### config.mk
export PLATFORM = sky130hd
export DESIGN_NAME = uart_frame_packer
export DESIGN_NICKNAME = d
export VERILOG_FILES = /design/src/rtl/link_pkg.sv /design/src/rtl/link_byte_sel.sv /design/src/rtl/uart_frame_packer.sv
export SDC_FILE = /design/constraint.sdc
export NUM_CORES = 1
export LEC_CHECK = 0
export ABC_AREA = 1
export CORE_AREA = 5 5 101 140
export CTS_CLUSTER_DIAMETER = 120
export DETAILED_ROUTE_END_ITERATION = 10
export DIE_AREA = 0 0 106 145
export PLACE_DENSITY = 0.81
export SLEW_MARGIN = 20
export SYNTH_ARGS = -nofsm -noshare
export SYNTH_HDL_FRONTEND = slang
export SYNTH_SLANG_ARGS = --single-unit
export TNS_END_PERCENT = 50
### constraint.sdc
create_clock -name clk -period 1.9 [get_ports clk]
set_input_delay 0.19 -clock clk [delete_from_list [all_inputs] [get_ports clk]]
set_output_delay 0.19 -clock clk [all_outputs]
set_load 0.1 [all_outputs]
### src/rtl/link_pkg.sv
// Shared definitions for the game-state link: start-of-frame default, framer FSM states, byte sizing helpers.
// Latency: n/a (types and constant functions only).
// Backpressure: n/a.
package link_pkg;

  localparam logic [7:0] SOF_BYTE_DEF = 8'hA5;

  typedef enum logic [2:0] {
    ST_IDLE,
    ST_SOF,
    ST_SEQ,
    ST_PAYLOAD,
    ST_CHK
  } state_t;

  // Whole bytes needed to carry one field.
  function automatic int bytes_per_field(input int field_w);
    return (field_w + 7) / 8;
  endfunction

  // Index width able to address n items; never narrower than one bit.
  function automatic int idx_width(input int n);
    return (n > 1) ? $clog2(n) : 1;
  endfunction

endpackage

### src/rtl/link_byte_sel.sv
// Selects one payload byte from the shadow field vector; each field is little-endian and zero-padded to whole bytes.
// Latency: combinational.
// Backpressure: none, pure lookup.
module link_byte_sel
  import link_pkg::*;
#(
  parameter int NUM_FIELDS = 8,
  parameter int FIELD_W    = 10,
  localparam int BPF       = bytes_per_field(FIELD_W),
  localparam int NB        = NUM_FIELDS * BPF,
  localparam int IDX_W     = idx_width(NB)
) (
  input  logic [NUM_FIELDS*FIELD_W-1:0] i_shadow,
  input  logic [IDX_W-1:0]              i_idx,
  output logic [7:0]                    o_byte
);

  logic [NB*8-1:0] w_padded;

  // Spread each field onto its own byte-aligned slot, upper pad bits stay zero
  always_comb begin
    w_padded = '0;
    for (int i = 0; i < NUM_FIELDS; i++) begin
      w_padded[i*BPF*8 +: FIELD_W] = i_shadow[i*FIELD_W +: FIELD_W];
    end
  end

  // Pick the addressed byte; an index past the payload reads as zero
  always_comb begin
    o_byte = '0;
    for (int b = 0; b < NB; b++) begin
      if (i_idx == IDX_W'(b)) begin
        o_byte = w_padded[b*8 +: 8];
      end
    end
  end

endmodule

### src/rtl/uart_frame_packer.sv
// Frames a snapshot of NUM_FIELDS game fields as SOF, SEQ, payload, XOR checksum onto the UART tx byte port.
// Latency: SOF presented one cycle after send; one byte per cycle while tx_ready is high, no bubbles.
// Backpressure: tx_valid/tx_data hold until tx_ready; one extra request is queued, further ones pulse dropped.
module uart_frame_packer
  import link_pkg::*;
#(
  parameter int         NUM_FIELDS = 8,
  parameter int         FIELD_W    = 10,
  parameter logic [7:0] SOF_BYTE   = SOF_BYTE_DEF
) (
  input  logic                          clk,
  input  logic                          rst,
  input  logic [NUM_FIELDS*FIELD_W-1:0] fields_in,
  input  logic                          send,
  output logic [7:0]                    tx_data,
  output logic                          tx_valid,
  input  logic                          tx_ready,
  output logic                          busy,
  output logic                          dropped,
  output logic [7:0]                    seq_out
);

  localparam int              BPF      = bytes_per_field(FIELD_W);
  localparam int              NB       = NUM_FIELDS * BPF;
  localparam int              IDX_W    = idx_width(NB);
  localparam logic [IDX_W-1:0] LAST_IDX = IDX_W'(NB - 1);

  state_t                        r_state;
  logic [NUM_FIELDS*FIELD_W-1:0] r_shadow;
  logic [IDX_W-1:0]              r_idx;
  logic [7:0]                    r_chk;
  logic [7:0]                    r_seq;
  logic                          r_pending;
  logic [7:0]                    r_tx_data;
  logic                          r_tx_valid;
  logic                          r_busy;
  logic                          r_dropped;

  logic                          w_fire;
  logic [IDX_W-1:0]              w_sel_idx;
  logic [7:0]                    w_pay_byte;

  assign w_fire = r_tx_valid & tx_ready;

  // Look ahead to the byte that follows the one currently on the bus
  always_comb begin
    w_sel_idx = '0;
    if (r_state == ST_PAYLOAD) begin
      w_sel_idx = r_idx + IDX_W'(1);
    end
  end

  link_byte_sel #(
    .NUM_FIELDS (NUM_FIELDS),
    .FIELD_W    (FIELD_W)
  ) u_byte_sel (
    .i_shadow (r_shadow),
    .i_idx    (w_sel_idx),
    .o_byte   (w_pay_byte)
  );

  // Framer FSM: state names the byte being offered; every step waits for a handshake
  always_ff @(posedge clk or negedge rst) begin
    if (!rst) begin
      r_state    <= ST_IDLE;
      r_shadow   <= '0;
      r_idx      <= '0;
      r_chk      <= '0;
      r_seq      <= '0;
      r_pending  <= 1'b0;
      r_tx_data  <= '0;
      r_tx_valid <= 1'b0;
      r_busy     <= 1'b0;
      r_dropped  <= 1'b0;
    end else begin
      r_dropped <= 1'b0;
      // A request during a frame is remembered once; anything beyond that is discarded
      if (send && r_busy) begin
        if (r_pending) begin
          r_dropped <= 1'b1;
        end else begin
          r_pending <= 1'b1;
        end
      end

      case (r_state)
        ST_IDLE: begin
          if (send) begin
            r_shadow   <= fields_in;
            r_tx_data  <= SOF_BYTE;
            r_tx_valid <= 1'b1;
            r_busy     <= 1'b1;
            r_state    <= ST_SOF;
          end
        end
        ST_SOF: begin
          if (w_fire) begin
            r_tx_data <= r_seq;
            r_state   <= ST_SEQ;
          end
        end
        ST_SEQ: begin
          if (w_fire) begin
            r_chk     <= r_tx_data;
            r_tx_data <= w_pay_byte;
            r_idx     <= '0;
            r_state   <= ST_PAYLOAD;
          end
        end
        ST_PAYLOAD: begin
          if (w_fire) begin
            if (r_idx == LAST_IDX) begin
              r_tx_data <= r_chk ^ r_tx_data;
              r_state   <= ST_CHK;
            end else begin
              r_chk     <= r_chk ^ r_tx_data;
              r_tx_data <= w_pay_byte;
              r_idx     <= r_idx + IDX_W'(1);
            end
          end
        end
        ST_CHK: begin
          if (w_fire) begin
            r_seq     <= r_seq + 8'd1;
            r_pending <= 1'b0;
            if (r_pending || send) begin
              // Back-to-back frame: fresh snapshot taken now, valid never drops
              r_shadow  <= fields_in;
              r_tx_data <= SOF_BYTE;
              r_state   <= ST_SOF;
            end else begin
              r_tx_data  <= '0;
              r_tx_valid <= 1'b0;
              r_busy     <= 1'b0;
              r_state    <= ST_IDLE;
            end
          end
        end
        default: begin
          r_state <= ST_IDLE;
        end
      endcase
    end
  end

  assign tx_data  = r_tx_data;
  assign tx_valid = r_tx_valid;
  assign busy     = r_busy;
  assign dropped  = r_dropped;
  assign seq_out  = r_seq;

endmodule

==> results of run 1 <==
Yosys cell counts (4+ instances only):
library cell	count
o21ai_1	5
nor2_2	5
mux2_2	14
buf_6	5
nor2_1	50
a21oi_1	50
a221oi_1	4
mux2_4	40
xor2_1	8
nand3_1	14
nor3_1	4
nand4_1	18
mux2_1	6
inv_2	7
o22ai_1	11
o21ai_0	28
clkbuf_1	5
inv_1	67
nand2_1	99
dfrtp_1	114
cells by family after synthesis:
group / share of synthesized area, %
xor gates and xnor gates: 1.536
and+or+nand+nor: 16.22
DFF: 50.03
AOI/OAI and AO/OA: 10.58
adders and majority gates: 0.4388
buffers and inverters: 6.715
muxes: 14.48
final cells by class:
type,count,area share [%]
well taps,153,2.150
clock buffers,21,5.283
inverters,74,3.358
flip-flops and latches,114,32.13
repair buffers,187,22.02
multi-input cells,381,33.30
clock inverters,10,1.756
worst max-delay path by stage:
stage          startpoint         end  slack, ns  cells past startpoint
2_1_floorplan  seq_out[2]  seq_out[7]     -0.001                      4
3_3_place_gp     r_idx[0]  tx_data[4]      -0.27                     16
3_5_place_dp     r_idx[0]  tx_data[6]      -0.36                     16
4_1_cts          r_idx[1]  tx_data[0]      -0.28                     19
5_1_grt          r_idx[0]  tx_data[5]      -0.66                     13
6_report         r_idx[0]  tx_data[5]      -0.60                     13
sequential cells by signal, summed over array words and instances (netlist names):
register	flops
r_shadow	80
r_chk	8
seq_out	8
tx_data	8
r_idx	4
r_state	3
busy	1
dropped	1
r_pending	1
worst max-delay path, cell delays in order, from the launching register on:
cell and delay [ns]:
dfrtp_1 0.42, ha_4 0.29, nand4_1 0.22, nor2_4 0.26, clkinv_4 0.14, nor2_4 0.16, buf_6 0.13, inv_4 0.05
o21ai_2 0.12, buf_4 0.13, a21oi_2 0.04, nand4_1 0.19, nand2_1 0.10, a2bb2oi_2 0.16
layer usage:
| layer | global-route usage [%] | share of wire (%) |
|---|---|---|
| met1 | 27.61 | 35 |
| met2 | 42.08 | 50 |
| met5 | 0 | 0 |
| met4 | 15.10 | 8.5 |
| met3 | 5.422 | 6.6 |
power breakdown:
part           switching, mW  internal, mW  total [mW]
registers              0.974          3.59        4.56
logic                   4.45          3.82        8.27
clock network           1.17          2.28        3.45
total                   6.60          9.70        16.3
per-stage QoR:
| step | area, sq um | hold slack (ns) | instances | util (%) | total power, mW |
|---|---|---|---|---|---|
| 6_report | 8905 | 0.2881 | 940 | 69.83 | 16.29 |
| 5_1_grt | 8905 | 0.3305 | 940 | 69.83 | 16.91 |
| 3_5_place_dp | 7327 | 0.1973 | 881 | 57.46 | 10.70 |
| 3_3_place_gp | 7327 | 0.1872 | 881 | 57.46 | 10.46 |
| 2_1_floorplan | 5728 | -0.1056 | 584 | - | 8.585 |
| 4_1_cts | 8574 | 0.3058 | 933 | 67.24 | 15.25 |
what timing repair did:
action                                  CTS  global route
hold endpoints to repair                 34             0
buffers inserted                         16             9
pin swaps                                44            30
gates cloned                              8             0
endpoints found under the setup margin   66            97
gates resized for setup                  92            85
hold buffers                              1             0
==> key figures, run 1 <==
Run status
  • Status: complete, but fails checks
  • Violations in the final reports: negative setup slack

Final layout
  • Layout area overhead: 56.18%
  • Most common cell after layout, fill and taps aside: dfrtp_1
  • Most frequent cells in the layout: 109 x dfrtp_1, 86 x nand2_1, 82 x clkdlybuf4s50_1, 66 x buf_4, 59 x inv_1
  • Filler Cell Count: 822
  • Sequential Area: ~2900 sq um
  • ANT cells: 0
  • Area of the multi-input gates: a little under 3000 sq um
  • Final #Nets: about 860
  • Share of cells above drive strength 1: around 40%

Floorplan
  • # IOs: around 100
  • DIE WIDTH: around 110 um
  • Die area: ~15000 sq um
  • Starting Density: 44.71%
  • Die Ht: roughly 150 um
  • Row count: 49
  • Area of the core: between 10000 and 15000 sq um

Timing
  • Worst-Margin Slew: just under 0.6 ns
  • Slew margin rel.: about three fifths
  • Fin crit share: 131.7%
  • Min Clock Period, post-route: 2.503 ns
  • Setup TNS: -12.09 ns
  • Max Slew Vio Count: 0
  • FMAX: between 300 and 400 MHz
  • Worst clock skew: roughly 0.0081 ns
  • Final hold vios: 0
  • Setup violations, final: 86
  • RSZ-0062 raised after global routing: yes
  • Worst Setup Slack, final: -0.6031 ns

Logic synthesis
  • Syn avg cell area: ~10 sq um
  • Yosys reg bits: around 110
  • Synthesized area: roughly 5700 sq um
  • Post-Syn Instances: 584
  • Warnings, synthesis: 0
  • Synth Flop Type: dfrtp_1
  • Post-synth EDFFs: 0
  • Seq/Total Area, Yosys: 50.03%
  • Top cells by area, synth: dfrtp_1 50%, mux2_4 11%, nand2_1 6.5%, inv_1 4.4%, a21oi_1 4.4%
  • Syn Nets: 670
  • Yosys top cell by area: dfrtp_1
  • Post-synth top area share: around 50%
  • Ys async rst share: 100.0%
  • Netlist cell types: 38

Clock tree
  • Clock tree buffer depth: 2
  • CTS H-tree depth: 4
  • Clk_lat worst skew: ~0.43 ns
  • CTS tree: built
  • CTS Buf Count: 17
  • Num Clock Sinks: around 110
  • CTS clk-pin slew, worst paths: 0.06 ns
  • CTS Root Cell: clkbuf_16

GRT
  • Initial antenna violation count: 0
  • Vias in the first global route: 5758
  • Pin count of the biggest net entering global routing: 44
  • Grt ovf: 0
  • First-pass GRT wire length: 29770 um
  • GRT Total Usage: 24.58%

Placed design
  • Dpl hpwl: between 10000 and 15000 um
  • Pre-CTS WS: -0.3641 ns
  • GP Congestion: around 0.92
  • I/O Buffers: between 100 and 150

Routing
  • WL final: a little over 20000 um
  • Post-route antenna net violation count: 0
  • First-pass detailed-route iteration total: 5
  • Vias: around 5.5k
  • DR iter-0 viols: ~500
  • Detailed-route vias per instance: ~5.8
  • DR WL/cell: about 22 um
  • DR DRC count: 0

Critical path
  • R2R Setup Slk: -0.60 ns
  • R2R Path Start: r_idx[0]
  • CP startpoint kind: register
  • Worst EP required: about 2.2 ns
  • FF-to-FF path depth: 13
  • Worst reg2reg endpoint: tx_data[5]
  • Critical path fanouts, max: 3
  • Critical Path End Type: register
  • Critical path arrival: 2.84 ns
  • Kind of critical path: reg -> reg

Power and ir drop
  • Power Dens Cells: 1829 nW/um^2
  • VDD IR max: 951.2 uV
  • Pleak: ~4.2 nW

Flow run
  • Max-cap violation count: 0

Worst hold path
  • Min-Delay Path Class: in -> async
Power figures use the tool's default switching activity.
==> run 2, diff against run 1 <==
--- a/config.mk
+++ b/config.mk
@@ -11,6 +11,7 @@
 export DETAILED_ROUTE_END_ITERATION = 10
 export DIE_AREA = 0 0 106 145
 export PLACE_DENSITY = 0.81
+export RECOVER_POWER = 25
 export SLEW_MARGIN = 20
 export SYNTH_ARGS = -nofsm -noshare
 export SYNTH_HDL_FRONTEND = slang
==> constraint.sdc (replaced) <==
create_clock -name clk -period 1.9 [get_ports clk]
set_input_delay 0.285 -clock clk [delete_from_list [all_inputs] [get_ports clk]]
set_output_delay 0.285 -clock clk [all_outputs]
set_load 0.1 [all_outputs]
==> key figures, run 2 (synthesis results as in run 1) <==
Timing
  • Worst Hold Slack: ~0.46 ns
  • Fin crit share: 123.6%
  • Worst clock skew: approximately 0.010 ns
  • Worst-Margin Slew: between 1 and 1.5 ns
  • Min Clock Period, post-route: between 2 and 2.5 ns
  • Max Slew Vio Count: 0
  • Worst Setup Slack, final: -0.4477 ns
  • Setup violations, final: between 80 and 90
  • Final hold vios: 0
  • Slew margin rel.: 18.59%
  • FMAX: roughly 430 MHz
  • RSZ-0062 raised after global routing: yes

Clock tree
  • CTS Buf Count: 17
  • CTS tree: built
  • Clk_lat worst skew: ~0.42 ns
  • CTS clk-pin slew, worst paths: roughly 0.050 ns
  • Clock tree buffer depth: 2
  • Num Clock Sinks: about 110
  • CTS Root Cell: clkbuf_16
  • CTS H-tree depth: 4

Power and ir drop
  • Pleak: approximately 4.2 nW
  • Logic pwr share: between 50% and 60%
  • Clk network pwr share: roughly a fifth
  • Sw power: slightly above 6 mW
  • VDD IR max: approximately 1000 uV
  • Reg power frac: between 20 and 30%
  • Switching Share: 39.07%
  • Power Dens Cells: about 1800 nW/um^2
  • Power Internal: about 9.6 mW
  • Design Power: ~16 mW

Final layout
  • Biggest register: r_shadow
  • Area of the multi-input gates: roughly 2900 sq um
  • Filler Cell Count: 804
  • Share of cells above drive strength 1: around a third
  • Final #Nets: 867
  • Final cell count without fillers: 946
  • ANT cells: 0
  • Sequential Area: around 2900 sq um
  • Most common cell after layout, fill and taps aside: dfrtp_1
  • Layout area overhead: 54.51%
  • Most frequent cells in the layout: 110 x dfrtp_1, 95 x nand2_1, 82 x clkdlybuf4s50_1, 69 x buf_4, 62 x inv_1
  • Largest register FFs: 80

Worst hold path
  • Min-Delay Path Class: in -> reg

Critical path
  • Critical Path Stages: 15
  • Critical path fanouts, max: 4
  • Kind of critical path: reg -> reg
  • R2R Setup Slk: -0.45 ns
  • Critical Path End Type: register
  • Crit-path cells: ha_4, nand4_1, nor2_2, inv_1, nor2_1, a21oi_1, nand4_1, nand2_1, nand2_1, nand2_1, nand3_1, nand2_1, nand2_1, nand2_1, a21boi_1
  • FF-to-FF path depth: 15
  • Crit path from: r_idx[1]
  • Worst reg2reg endpoint: tx_data[0]
  • Max incr delay on CP: around 0.42 ns
  • CP max stage cell: dfrtp_1
  • Critical path arrival: 2.69 ns
  • Worst EP required: about 2.2 ns
  • CP startpoint kind: register
  • CP most frequent cell: nand2_1
  • Delay-heaviest family, CP: simple AND/OR/NAND/NOR gates
  • R2R Path Start: r_idx[1]
  • Bufs and invs on worst path: 1
  • Critical Path End: tx_data[0]

Floorplan
  • Starting Density: 44.71%
  • Die area: 15370 sq um
  • # IOs: between 100 and 150
  • Area of the core: about 13000 sq um
  • DIE WIDTH: 106 um
  • Die Ht: ~150 um
  • Row count: 49

Placed design
  • Pre-CTS WS: -0.3735 ns
  • Placed cells: a little under 900
  • I/O Buffers: roughly 100
  • Dpl hpwl: 11870 um
  • GP Congestion: around 0.93

Routing
  • Detailed-route vias per instance: 5.595
  • Vias: roughly 5.3k
  • Post-route antenna net violation count: 0
  • DR iter-0 viols: 357
  • First-pass detailed-route iteration total: 5
  • WL final: between 15000 and 20000 um
  • DR WL/cell: 19.29 um
  • DR DRC count: 0

GRT
  • First-pass GRT wire length: between 20000 and 30000 um
  • Initial antenna violation count: 0
  • GRT Total Usage: roughly 22%
  • Vias in the first global route: between 5k and 6k
  • Grt ovf: 0
  • Pin count of the biggest net entering global routing: between 40 and 50

Run status
  • Violations in the final reports: negative setup slack
  • Status: complete, but fails checks

Flow run
  • Max-cap violation count: 0
## run 2: per-layer routing
layer	vias up	track usage, %	part of all wire, %
met1	2587	24.26	36
met2	278	39.14	53
met3	79	5.111	5.5
met5	-	0	0
met4	0	13.16	5.5
li1	2349	-	-
## run 2: worst register-to-register path, cell delays in order, from the launching register on
cell	delay, ns
dfrtp_1	0.42
ha_4	0.29
nand4_1	0.24
nor2_2	0.23
inv_1	0.13
nor2_1	0.20
a21oi_1	0.06
nand4_1	0.12
nand2_1	0.09
nand2_1	0.06
nand2_1	0.05
nand3_1	0.08
nand2_1	0.05
nand2_1	0.06
nand2_1	0.06
a21boi_1	0.12
## run 2: worst min-delay path by stage
stage | start | end | slack (ns) | cells past startpoint
after floorplan | rst | dropped | -0.01 | 0
after global placement | rst | seq_out[5] | 0.20 | 1
after detailed placement | rst | seq_out[5] | 0.20 | 1
after CTS | rst | seq_out[3] | 0.31 | 2
after global routing | fields_in[12] | r_shadow[12] | 0.46 | 3
final | fields_in[38] | r_shadow[38] | 0.46 | 3
## run 2: timing repair
| item | in CTS | in global routing |
|---|---|---|
| endpoints found under the hold margin | 19 | 0 |
| buffers inserted | 9 | 11 |
| gates cloned | 4 | 7 |
| hold buffers | 1 | 0 |
| pin swaps | 21 | 11 |
| resized for setup | 66 | 70 |
| setup endpoints to repair | 68 | 107 |
## run 2: power groups by stage
stage	registers (mW)	clock network, mW	logic (mW)
2_1_floorplan	4.94	0	3.65
3_3_place_gp	4.34	0	6.28
3_5_place_dp	4.41	0	6.45
4_1_cts	4.41	3.09	7.22
5_1_grt	4.58	3.21	8.69
6_report	4.51	3.09	8.23
## run 2: per-stage QoR
stage	setup TNS (ns)	util, %	area [sq um]
2_1_floorplan	-0.001183	-	5728
3_3_place_gp	-5.943	58.32	7437
3_5_place_dp	-7.213	58.32	7437
4_1_cts	-6.987	65.76	8386
5_1_grt	-31.81	69.08	8810
6_report	-19.01	69.08	8810
## run 2: final cells by class
| type | count | share of cell area, % |
|---|---|---|
| Multi-Input combinational cell | 381 | 32.45 |
| Tap cell | 153 | 2.173 |
| Timing Repair Buffer | 193 | 23.21 |
| Inverter | 74 | 3.267 |
| Clock buffer | 26 | 5.553 |
| Sequential cell | 114 | 32.47 |
| Clock inverter | 5 | 0.8806 |
